**config.mk**
```make
export PLATFORM = sky130hd
export DESIGN_NAME = uart_tx
export DESIGN_NICKNAME = d
export VERILOG_FILES = /design/src/rtl/uart_tx.sv
export SDC_FILE = /design/constraint.sdc
export NUM_CORES = 1
export LEC_CHECK = 0
export BUFFER_PORTS_ARGS = -buffer_cell sky130_fd_sc_hd__buf_2
export CORE_MARGIN = 1.5
export CORE_UTILIZATION = 35
export CTS_CLUSTER_DIAMETER = 120
export DETAILED_ROUTE_END_ITERATION = 10
export PLACE_DENSITY_LB_ADDON = 0.15
export SLEW_MARGIN = 40
export SYNTH_ARGS = -nofsm -noshare
export SYNTH_HDL_FRONTEND = slang
export SYNTH_SLANG_ARGS = --single-unit
```
**constraint.sdc**
```tcl
create_clock -name clk -period 3.3 [get_ports clk]
set_input_delay 0.165 -clock clk [delete_from_list [all_inputs] [get_ports clk]]
set_output_delay 0.165 -clock clk [all_outputs]
set_load 0.05 [all_outputs]
```
**src/rtl/uart_tx.sv**
```systemverilog
// UART transmitter: 5-8 data bits sent LSB first, optional parity, 1 or 2 stop bits, gated by cts_n.
// Build with UART_TX_BREAK_EN defined to add the break_i input, which holds the line low while idle.
module uart_tx #(
   parameter int TICKS_PER_BIT = 16
) (
   input  logic        clk,
   input  logic        rst_n,
   input  logic        tx_tick,
   input  logic [1:0]  data_bit_num_i,
   input  logic        parity_en_i,
   input  logic        parity_type_i,
   input  logic        stop_bit_num_i,
   input  logic [31:0] tx_data_i,
   input  logic        tx_start_i,
`ifdef UART_TX_BREAK_EN
   input  logic        break_i,
`endif
   output logic        tx_busy_o,
   output logic        tx_done_o,
   input  logic        cts_n,
   output logic        tx
);

   // state     | meaning
   // TX_IDLE   | line high (or low during break), waiting for a request and clear-to-send
   // TX_START  | start bit, line low
   // TX_DATA   | data bit bit_cnt of the shadowed character
   // TX_PARITY | parity bit over the N data bits
   // TX_STOP   | stop bit(s), line high
   typedef enum logic [2:0] {
      TX_IDLE,
      TX_START,
      TX_DATA,
      TX_PARITY,
      TX_STOP
   } tx_state_t;

   localparam int TW = (TICKS_PER_BIT > 2) ? $clog2(TICKS_PER_BIT) : 1;
   localparam logic [TW-1:0] TICK_LAST = TW'(TICKS_PER_BIT - 1);

   tx_state_t     state, state_nxt;
   logic          cts_meta, cts_s;
   logic          pending;
   logic [TW-1:0] tick_cnt, tick_nxt;
   logic [2:0]    bit_cnt, bit_cnt_nxt;
   logic [7:0]    shd_data;
   logic [1:0]    shd_len;
   logic          shd_pen, shd_ptype, shd_stop;

   logic          accept, launch_ok, launch, frame_end, bit_end;
   logic [2:0]    last_data;
   logic [7:0]    data_mask;
   logic          par_bit;
   logic          tx_nxt;
   logic          break_hold;

   // Only the low byte of the character bus is transmitted.
   logic unused_data_hi;
   assign unused_data_hi = ^tx_data_i[31:8];

`ifdef UART_TX_BREAK_EN
   assign break_hold = break_i;
`else
   assign break_hold = 1'b0;
`endif

   always_ff @(posedge clk or negedge rst_n) begin
      if (!rst_n) begin
         cts_meta <= 1'b1;
         cts_s    <= 1'b1;
      end else begin
         cts_meta <= cts_n;
         cts_s    <= cts_meta;
      end
   end

   assign accept    = tx_start_i && (state == TX_IDLE) && !pending;
   assign launch_ok = pending && !cts_s && !break_hold;
   assign bit_end   = tx_tick && (tick_cnt == TICK_LAST);
   assign last_data = {1'b0, shd_len} + 3'd4;

   always_comb begin
      data_mask = 8'hFF;
      case (shd_len)
         2'b00:   data_mask = 8'h1F;
         2'b01:   data_mask = 8'h3F;
         2'b10:   data_mask = 8'h7F;
         default: data_mask = 8'hFF;
      endcase
   end

   // parity type 0 = odd, 1 = even
   assign par_bit = (^(shd_data & data_mask)) ^ ~shd_ptype;

   always_comb begin
      state_nxt   = state;
      bit_cnt_nxt = bit_cnt;
      tick_nxt    = tick_cnt;
      launch      = 1'b0;
      frame_end   = 1'b0;
      case (state)
         TX_IDLE: begin
            tick_nxt    = '0;
            bit_cnt_nxt = 3'd0;
            if (launch_ok) begin
               state_nxt = TX_START;
               launch    = 1'b1;
            end
         end
         TX_START: begin
            if (bit_end) begin
               state_nxt   = TX_DATA;
               bit_cnt_nxt = 3'd0;
            end
         end
         TX_DATA: begin
            if (bit_end) begin
               if (bit_cnt == last_data) begin
                  state_nxt   = shd_pen ? TX_PARITY : TX_STOP;
                  bit_cnt_nxt = 3'd0;
               end else begin
                  bit_cnt_nxt = bit_cnt + 3'd1;
               end
            end
         end
         TX_PARITY: begin
            if (bit_end) begin
               state_nxt   = TX_STOP;
               bit_cnt_nxt = 3'd0;
            end
         end
         TX_STOP: begin
            if (bit_end) begin
               if (bit_cnt == {2'b00, shd_stop}) begin
                  state_nxt   = TX_IDLE;
                  bit_cnt_nxt = 3'd0;
                  frame_end   = 1'b1;
               end else begin
                  bit_cnt_nxt = bit_cnt + 3'd1;
               end
            end
         end
         default: begin
            state_nxt   = TX_IDLE;
            bit_cnt_nxt = 3'd0;
         end
      endcase
      if ((state != TX_IDLE) && tx_tick)
         tick_nxt = bit_end ? '0 : tick_cnt + TW'(1);
   end

   // Line value follows the next state so tx changes on the same clk as the state.
   always_comb begin
      tx_nxt = 1'b1;
      case (state_nxt)
         TX_IDLE:   tx_nxt = ~break_hold;
         TX_START:  tx_nxt = 1'b0;
         TX_DATA:   tx_nxt = shd_data[bit_cnt_nxt];
         TX_PARITY: tx_nxt = par_bit;
         TX_STOP:   tx_nxt = 1'b1;
         default:   tx_nxt = 1'b1;
      endcase
   end

   always_ff @(posedge clk or negedge rst_n) begin
      if (!rst_n) begin
         state     <= TX_IDLE;
         tick_cnt  <= '0;
         bit_cnt   <= 3'd0;
         pending   <= 1'b0;
         tx        <= 1'b1;
         tx_busy_o <= 1'b0;
         tx_done_o <= 1'b0;
      end else begin
         state    <= state_nxt;
         tick_cnt <= tick_nxt;
         bit_cnt  <= bit_cnt_nxt;
         tx       <= tx_nxt;
         if (accept)
            pending <= 1'b1;
         else if (launch)
            pending <= 1'b0;
         if (accept) begin
            tx_busy_o <= 1'b1;
            tx_done_o <= 1'b0;
         end else if (frame_end) begin
            tx_busy_o <= 1'b0;
            tx_done_o <= 1'b1;
         end
      end
   end

   always_ff @(posedge clk or negedge rst_n) begin
      if (!rst_n) begin
         shd_data  <= 8'h00;
         shd_len   <= 2'b00;
         shd_pen   <= 1'b0;
         shd_ptype <= 1'b0;
         shd_stop  <= 1'b0;
      end else if (accept) begin
         shd_data  <= tx_data_i[7:0];
         shd_len   <= data_bit_num_i;
         shd_pen   <= parity_en_i;
         shd_ptype <= parity_type_i;
         shd_stop  <= stop_bit_num_i;
      end
   end

endmodule

```
==> flow_summary.yaml <==
worst_setup_path:
  critPathLaunchType: "register"
  critical_path.endpoint_type: "register"
  arrival_ns: 2.58
  timing.rr.end: "shd_data[7]$_DFFE_PN0P_"
  reg2reg_slack_ns: 0.88
  worstPathBufferInverterCount: 0
  rr_worst_depth: 4
  critPathKind: "register to register"
  crit_path_max_fanout: 16
  critical_path_required_ns: 3.46
  timing.critical_path.cells: "nor3_4, nand2_1, nor2_2, mux2_2"
  crit_path_max_cell_delay_ns: 0.60
  worst_r2r_startpoint: "state[2]$_DFF_PN0_"
  slowest_stage: "sky130_fd_sc_hd__nor3_4"
  critical-path-top-delay-family: "simple AND/OR/NAND/NOR gates"
routing:
  top_layer: "met4"
  number_of_optimization_iterations_in_the_first_detailed_route_pass: 4
  ant_nets: 0
  wl_um: 3270
  met2_length_um: 1560
  route.layer.met1.wl_um: 1520
  drt-wirelength-per-cell_um: 14.8
  initialDrtViolationCount: 65
  vias_per_cell: 5.35
  routed-wl-met3_um: 124
  vias: 1182
  drt_drc_violations_left: 0
grt:
  antenna_found_initial: 0
  grt_start_max_net_pins: 30
  grt_pass1_vias: 1225
  track_usage_pct: 14.5
  overflow: 0
  grt_first_pass_wirelength_um: 5860
clock_tree:
  cts_hold_bufs: 2
  clockRootBuffer: "sky130_fd_sc_hd__clkbuf_8"
  numCtsBuffers: 5
  clock_sink_count: 29
  post_cts_resize_count: 0
  clk_transition_reported_paths_ns: 0.06
  insertion_delay_ns: 0.28
  cts_tree: "built"
  ctsHtreeMaxLevel: 2
  postCtsSetupBuffers: 0
  max-clock-path-buffers: 2
yosys:
  synth_edf_count: 0
  synth.largest_area_cell: "sky130_fd_sc_hd__dfrtp_1"
  ys_dominant_reg_cell: "sky130_fd_sc_hd__dfrtp_1"
  ys_warn_count: 0
  synthesis.instances: 145
  ys_async_sr_fraction_pct: 100
  yosysSeqAreaShare_pct: 43.4
  synth.area.top_cells: "sky130_fd_sc_hd__dfrtp_1, sky130_fd_sc_hd__mux2_2, sky130_fd_sc_hd__xnor2_1"
  postSynthRegisterBits: 29
  synth.cells.most_frequent: "sky130_fd_sc_hd__dfrtp_1, sky130_fd_sc_hd__mux2_2, sky130_fd_sc_hd__nand2_1, sky130_fd_sc_hd__nor2_1, sky130_fd_sc_hd__xnor2_1"
  syn_area_mm2: 0.00168
  synthMostInstantiatedCell: "sky130_fd_sc_hd__dfrtp_1"
  syn_avg_cell_area_um2: 11.6
  netlist.area_leader.share_pct: 38.7
  yosysUniqueCellTypes: 53
  syn-num-nets: 189
final_layout:
  num-nets-final: 210
  drive_gt1_share_pct: 34.1
  fillers: 452
  sequential_cell_area_um2: 729
  multiInputGateArea_um2: 860
  syn_to_final_growth_pct: 11.9
  antenna_cells_inserted: 0
pwr:
  switching_share_pct: 38.4
  combPwrFrac_pct: 39.7
  power.leakage_nw: 0.774
  design_power_mw: 1.54
  clock_power_share_pct: 18.0
  internal-power_uw: 948
  power_density_mw_per_mm2: 818
  worst_vdd_drop_mv: 0.421
  psw_uw: 591
  p_seq_share_pct: 42.3
sta:
  unrepaired_setup_endpoints_after_global_routing: "false"
  report.final.hold_viol_count: 0
  worst_max_slew_pin_slew_ns: 0.727
  timing_max_transition_violations_final: 0
  setup_total_negative_slack_ns: 0
  timing.fmax_mhz: 413
  fin_crit_sh_pct: 73.3
  finalSetupViolations: 0
  fin_worst_skew_ns: 0.00305
  relSlewSlack_pct: 51.5
  final_critical_path_required_period_ns: 2.42
hold_path:
  worstHoldEndpoint: "shd_data[0]$_DFFE_PN0P_"
  min_path_type: "primary input to register"
  holdCritStartpoint: "tx_data_i[0]"
  whs_path_depth: 3
placement:
  gpl.final_weighted_congestion: 0.857
  port-buffer-count: 20
  hpwlAfterDp_um: 2370
floorplanning:
  core_region_area_mm2: 0.00466
  fp.dieW_um: 72.3
  design.die.area_mm2: 0.00523
  boundaryPins: 45
  start_util_pct: 36.1
  placementRows: 25
  die_height_um: 72.3
run:
  maxCapViolations: 0
run_status:
  status: "finished clean"
## flip-flops by register name, summed over array words and instances (netlist names), 2 cells and up
signal	flops
shd_data	8
shd_len	2
state	3
tick_cnt	4
bit_cnt	3
## tightest hold or removal path, cell delays in order
cell and delay [ns]:
sky130_fd_sc_hd__buf_2 0.07, sky130_fd_sc_hd__nand2_1 0.03, sky130_fd_sc_hd__o21ai_0 0.06
## through the flow
stage | std cells | util [%] | setup slack, ns | area, um2 | hold slack [ns]
2_1_floorplan | 145 | - | 1.31 | 1680 | -0.131
3_3_place_gp | 211 | 38.2 | 0.956 | 1780 | 0.231
3_5_place_dp | 211 | 38.2 | 0.882 | 1780 | 0.245
4_1_cts | 221 | 40.4 | 0.864 | 1880 | 0.0891
5_1_grt | 221 | 40.4 | 0.675 | 1880 | 0.0997
6_report | 221 | 40.4 | 0.880 | 1880 | 0.0930
## cells by family after synthesis
logic type	after synthesis	synth area share, %
AND/OR/NAND/NOR	40	15.7
flip-flops	29	43.4
XOR/XNOR	13	8.33
multiplexers	15	9.82
AO/OA/AOI/OAI	32	15.8
adder cells (fa/ha/maj)	2	1.49
buffers and inverters	14	5.51
## layout by cell type, fill, tap and decap left out, types with 5 or more instances in the layout
cell type and n:
sky130_fd_sc_hd__a21oi_1 5, sky130_fd_sc_hd__o21ai_0 6, sky130_fd_sc_hd__clkbuf_8 5, sky130_fd_sc_hd__nand2_1 10
sky130_fd_sc_hd__mux2_2 10, sky130_fd_sc_hd__buf_2 20, sky130_fd_sc_hd__dfrtp_1 26, sky130_fd_sc_hd__xnor2_1 10
sky130_fd_sc_hd__inv_1 5, sky130_fd_sc_hd__nor2_1 10
## power by group through the flow
stage                     Sequential, mW  Clock, mW  Combinational [mW]
final                              0.650      0.277               0.612
after detailed placement           0.657          0               0.614
after global routing               0.677      0.302               0.685
after CTS                          0.650      0.288               0.622
after floorplan                    0.612          0               0.545
after global placement             0.647          0               0.604
## worst max path at each step
stage / start / end / cells past startpoint
floorplan: tick_cnt[0]$_DFFE_PN0P_ / tx$_DFF_PN1_ / 8
global placement: state[2]$_DFF_PN0_ / shd_data[6]$_DFFE_PN0P_ / 4
detailed placement: state[2]$_DFF_PN0_ / shd_data[2]$_DFFE_PN0P_ / 4
CTS: state[2]$_DFF_PN0_ / shd_data[7]$_DFFE_PN0P_ / 4
global route: state[2]$_DFF_PN0_ / shd_len[0]$_DFFE_PN0P_ / 4
finish: state[2]$_DFF_PN0_ / shd_data[7]$_DFFE_PN0P_ / 4
## layout make-up
cell class | instances | area share, %
Clock buffer | 6 | 3.86
Clock inverter | 2 | 0.532
Inverter | 6 | 1.20
Multi-Input combinational cell | 102 | 45.7
Sequential cell | 29 | 38.8
Tap cell | 54 | 3.59
Timing Repair Buffer | 22 | 6.38
## routing by layer
metal	global-route usage, %	vias to the layer above
li1	-	569
met1	19.0	581
met2	23.0	27
met3	3.19	5
met4	6.71	0
met5	0	-
Power figures use the tool's default switching activity.
